**src/rtl/icache_pkg.sv**
```systemverilog
// Shared I-cache refill types: address split widths, refill queue entry, block address builder.
package icache_pkg;

  localparam int XLEN             = 32;
  localparam int SETIDXBITS       = 5;
  localparam int BLOCK_OFFSETBITS = 1;
  localparam int WORD_OFFSETBITS  = 1;
  localparam int WID_BITS         = 3;
  localparam int OFFSETBITS       = BLOCK_OFFSETBITS + WORD_OFFSETBITS;
  localparam int TAGBITS          = XLEN - SETIDXBITS - OFFSETBITS;

  typedef struct packed {
    logic                  valid;
    logic [TAGBITS-1:0]    tag;
    logic [SETIDXBITS-1:0] setid;
    logic [WID_BITS-1:0]   wid;
  } refill_entry_t;

  function automatic logic [XLEN-1:0] make_block_addr(input logic [TAGBITS-1:0]    tag,
                                                      input logic [SETIDXBITS-1:0] setid);
    return {tag, setid, {OFFSETBITS{1'b0}}};
  endfunction

endpackage

```
**src/rtl/icache_refill_req_gen.sv**
```systemverilog
// Miss queue that merges duplicate misses and issues in-order block reads; request valid is next cycle after accept,
// refill pulse exactly one cycle after a response. Misses stall only when full and not merging with a live entry.
module icache_refill_req_gen
  import icache_pkg::*;
#(
  parameter int DEPTH = 4
) (
  input  logic                  clk,
  input  logic                  rst,
  input  logic                  miss_valid_i,
  output logic                  miss_ready_o,
  input  logic [TAGBITS-1:0]    miss_tag_i,
  input  logic [SETIDXBITS-1:0] miss_setid_i,
  input  logic [WID_BITS-1:0]   miss_wid_i,
  output logic                  mem_req_valid_o,
  input  logic                  mem_req_ready_i,
  output logic [XLEN-1:0]       mem_req_addr_o,
  input  logic                  mem_rsp_valid_i,
  output logic                  refill_valid_o,
  output logic [TAGBITS-1:0]    refill_tag_o,
  output logic [SETIDXBITS-1:0] refill_setid_o,
  output logic [WID_BITS-1:0]   refill_wid_o
);

  localparam int PW = $clog2(DEPTH);
  localparam int CW = PW + 1;

  refill_entry_t entries [DEPTH];
  logic [PW-1:0] alloc_ptr, issue_ptr, free_ptr;
  // count = allocated-not-freed, issued = issued-not-freed; pointer equality alone cannot tell full from empty
  logic [CW-1:0] count, issued;
  logic          merge_hit, alloc_fire, issue_fire, free_fire;

  assign free_fire = mem_rsp_valid_i & (issued != '0);

  // The slot being freed this cycle must not absorb a new miss: its refill pulse is already on its way.
  always_comb begin
    merge_hit = 1'b0;
    for (int i = 0; i < DEPTH; i++) begin
      if (entries[i].valid && entries[i].tag == miss_tag_i && entries[i].setid == miss_setid_i &&
          !(free_fire && free_ptr == PW'(i)))
        merge_hit = 1'b1;
    end
  end

  assign miss_ready_o    = (count < CW'(DEPTH)) | merge_hit;
  assign alloc_fire      = miss_valid_i & miss_ready_o & ~merge_hit;
  assign mem_req_valid_o = (count - issued) != '0;
  assign issue_fire      = mem_req_valid_o & mem_req_ready_i;
  assign mem_req_addr_o  = make_block_addr(entries[issue_ptr].tag, entries[issue_ptr].setid);

  always_ff @(posedge clk) begin
    if (rst) begin
      for (int i = 0; i < DEPTH; i++) entries[i] <= '0;
      alloc_ptr      <= '0;
      issue_ptr      <= '0;
      free_ptr       <= '0;
      count          <= '0;
      issued         <= '0;
      refill_valid_o <= 1'b0;
      refill_tag_o   <= '0;
      refill_setid_o <= '0;
      refill_wid_o   <= '0;
    end else begin
      if (alloc_fire) begin
        entries[alloc_ptr] <= '{valid: 1'b1, tag: miss_tag_i, setid: miss_setid_i, wid: miss_wid_i};
        alloc_ptr          <= alloc_ptr + PW'(1);
      end
      if (issue_fire) issue_ptr <= issue_ptr + PW'(1);
      if (free_fire) begin
        entries[free_ptr].valid <= 1'b0;
        free_ptr                <= free_ptr + PW'(1);
        refill_tag_o            <= entries[free_ptr].tag;
        refill_setid_o          <= entries[free_ptr].setid;
        refill_wid_o            <= entries[free_ptr].wid;
      end
      refill_valid_o <= free_fire;
      count          <= count + CW'(alloc_fire) - CW'(free_fire);
      issued         <= issued + CW'(issue_fire) - CW'(free_fire);
    end
  end

  // A response with nothing outstanding means the memory side lost sync with this queue.
  a_rsp_has_issued: assert property (@(posedge clk) disable iff (rst) !(mem_rsp_valid_i && issued == '0));

endmodule

```
**config.mk**
```make
export PLATFORM = sky130hd
export DESIGN_NAME = icache_refill_req_gen
export DESIGN_NICKNAME = d
export VERILOG_FILES = /design/src/rtl/icache_pkg.sv /design/src/rtl/icache_refill_req_gen.sv
export SDC_FILE = /design/constraint.sdc
export NUM_CORES = 1
export LEC_CHECK = 0
export ABC_AREA = 1
export ABC_CLOCK_PERIOD_IN_PS = 3300
export BUFFER_PORTS_ARGS = -buffer_cell sky130_fd_sc_hd__buf_2
export CAP_MARGIN = 20
export CORE_AREA = 2 2 142 144
export CTS_CLUSTER_DIAMETER = 120
export CTS_CLUSTER_SIZE = 25
export DETAILED_ROUTE_END_ITERATION = 12
export DIE_AREA = 0 0 144 146
export PLACE_DENSITY = 0.77
export SYNTH_ARGS = -nofsm -noshare
export SYNTH_HDL_FRONTEND = slang
export SYNTH_SLANG_ARGS = --single-unit
export TNS_END_PERCENT = 10
```
**constraint.sdc**
```tcl
create_clock -name clk -period 3.3 [get_ports clk]
set_input_delay 0.165 -clock clk [delete_from_list [all_inputs] [get_ports clk]]
set_output_delay 0.165 -clock clk [all_outputs]
set_load 0.01 [all_outputs]
```
==> impl_metrics.toml <==
[run_status]
status = "finished, final reports clean"

[placed_design]
io_buffers = 103
dp_hpwl_microns = 20000
place_area_sq_mm = 0.01109
gp_congestion = 0.9082

[yosys]
synthDistinctLibCells = 36
syn-cell-area_sq_mm = 0.01029
synth_area_leaders = "edfxtp_1 39%, dfxtp_1 10%, nand2_1 8.9%, nor2_1 8.3%, o21ai_0 7.5%"
synth_top_area_cell = "edfxtp_1"
synth_seq_area_share_pct = 48.61
synthArstFlopShare_pct = 0
synth_top_area_share_pct = 38.50
yosysWarnings = 0
ys.flop_type = "edfxtp_1"
netlist_instances = 1317
synth-edff-count = 132
avgSynthCellArea_sq_um = 7.817
synth_most_common_cell = "nand2_1"
yosys_register_bits = 184
synth_common_cells = "243 x nand2_1, 227 x nor2_1, 155 x o21ai_0, 132 x edfxtp_1, 113 x inv_1"

[cts]
cts_sinks = 184
cts_buffers = 17
cts_tree = "done"
clk_pin_slew_ps = 70
clockRootBuffer = "clkbuf_16"
cts.htree.levels = 4
clockBufferDepth = 2
cts_resized = 0
cts_hold_buffers = 0
cts_setup_buffers = 0
insertion_delay_ps = 440

[sta]
slew_violations = 0
setup_violations = 0
min_period_over_period_pct = 88.24
grt_setup_unrepaired = "no"
slew_headroom_pct = 50.25
hold_viol_final = 0
clock_skew_ps = 12.01
fmax_mhz = 343.4
period_minus_slack_ps = 2912
worstMarginPinSlew_ps = 746.2
fin_setup_tns_ps = 0

[finish]
final_cell_area_sq_mm = 0.01167
drive_gt1_share_pct = 16.23
area_growth_pct = 13.38
antenna_cells = 0
final_nets = 1448

[floorplan]
core_area_sq_mm = 0.01933
die_area_sq_mm = 0.02102
fp.dieH_microns = 146
start_util_pct = 53.25
die_w_microns = 144
rows = 51
ios = 106

[routing]
vias = 9598
drt-initial-drc-count = 1063
avgRoutedWirePerCell_microns = 18.38
ant_nets = 0
drc = 0
drt-pass1-iter-count = 6
drt-total-wl_microns = 30800
via_per_inst = 5.727

[min_path]
hold_path_class = "input port to register"

[global_route]
grt_pass1_wl_microns = 47470
grtUsageTotal_pct = 29.39
grt_pass1_vias = 9144
overflow = 0
grt_max_degree = 69
antenna_found_initial = 0

[flow_run]
drv_cap = 0

[setup_path]
critPathKind = "register to register"
crit_path_end_kind = "register"
cp-start-kind = "register"
arrival_ps = 3230
required_ps = 3620
rrSetupSlack_ps = 390
cp_max_fo = 15

[power_and_ir_drop]
cellPowerDensity_mw_per_mm2 = 744.9
ir_drop_v = 0.0004757
power_leakage_nw = 5.107
registers in the layout (all words and copies together), names as in the netlist, named ones only:
name	count
issued	3
free_ptr	2
refill_setid_o	5
alloc_ptr	2
issue_ptr	2
entries	136
refill_tag_o	25
refill_wid_o	3
count	3
refill_valid_o	1
metal layers:
layer	routed length, microns	vias up	GRT usage, %
li1	-	4517	-
met3	3385	86	5.166
met2	14170	549	47.86
met5	0	-	0
met4	925	0	10.20
met1	12320	4446	39.55
placed cells by master (no fill, tap or decap), types with 3 or more instances in the layout:
cell        count
a21oi_1       103
a22oi_1         3
a31oi_1        33
buf_12          3
buf_2         103
buf_4          28
clkbuf_16      17
clkinv_2        3
clkinv_4        3
clkinvlp_4      4
dfxtp_1        51
edfxtp_1      132
ha_1           10
inv_1         112
inv_2          33
nand2_1       243
nand2_2         5
nand3_1        24
nand4_1        12
nor2_1        227
nor2_2         20
o211ai_1        9
o21ai_0       155
o22ai_1        21
xnor2_1        16
xor2_1         21
cell families after synthesis:
family	Yosys count	synth area share (%)
AOI/OAI and AO/OA	327	16.87
xor gates and xnor gates	37	3.148
adders and majority gates	12	1.604
buffers and inverters	218	8.422
DFF	184	48.61
other	1	0.03643
and+or+nand+nor	538	21.31
per-stage QoR:
stage	hold WS [ps]	total power [mW]	std cells	setup slack, ps	util (%)
2_1_floorplan	346.8	5.345	1318	149.6	-
3_3_place_gp	445.8	6.542	1644	505.9	57.38
3_5_place_dp	464.0	6.616	1644	394.3	57.38
4_1_cts	33.32	8.637	1676	408.8	60.37
5_1_grt	40.11	9.153	1676	186.9	60.37
6_report	44.43	8.695	1676	388.0	60.37
report_power, final:
group          leakage [nW]  switching, mW  internal (mW)
Sequential             1.80          0.323           2.97
Combinational          3.04           2.25           1.11
Clock                 0.273          0.924           1.12
worst max-delay path, cell delays in order, from the launching register on:
cell and delay [ps]:
dfxtp_1 390, buf_4 260, ha_1 200, nand3_1 70, nand3_1 80, nor2_1 50
nand3_1 100, nand2_2 70, nor2_4 160, nand2_2 100, ha_1 300, inv_1 60
ha_1 130, inv_1 50, fa_1 400, xor2_1 170, o21ai_0 140, a21oi_1 60
final cells by class:
type / instances / area (sq um)
Fill cell: 1750 / 7662
Sequential cell: 184 / 5006
Multi-Input combinational cell: 916 / 4427
Timing Repair Buffer: 134 / 785.8
Inverter: 145 / 544.3
Clock buffer: 17 / 425.4
Tap cell: 265 / 331.6
Clock inverter: 15 / 152.6
final timing paths:
check | endpoint | cells after the start | from
max reg2reg | count[2] | 17 | free_ptr[1]
min reg2reg | register | 2 | issue_ptr[1]
min | issued[1] | 2 | rst
max | count[2] | 17 | free_ptr[1]
Power figures use the tool's default switching activity.
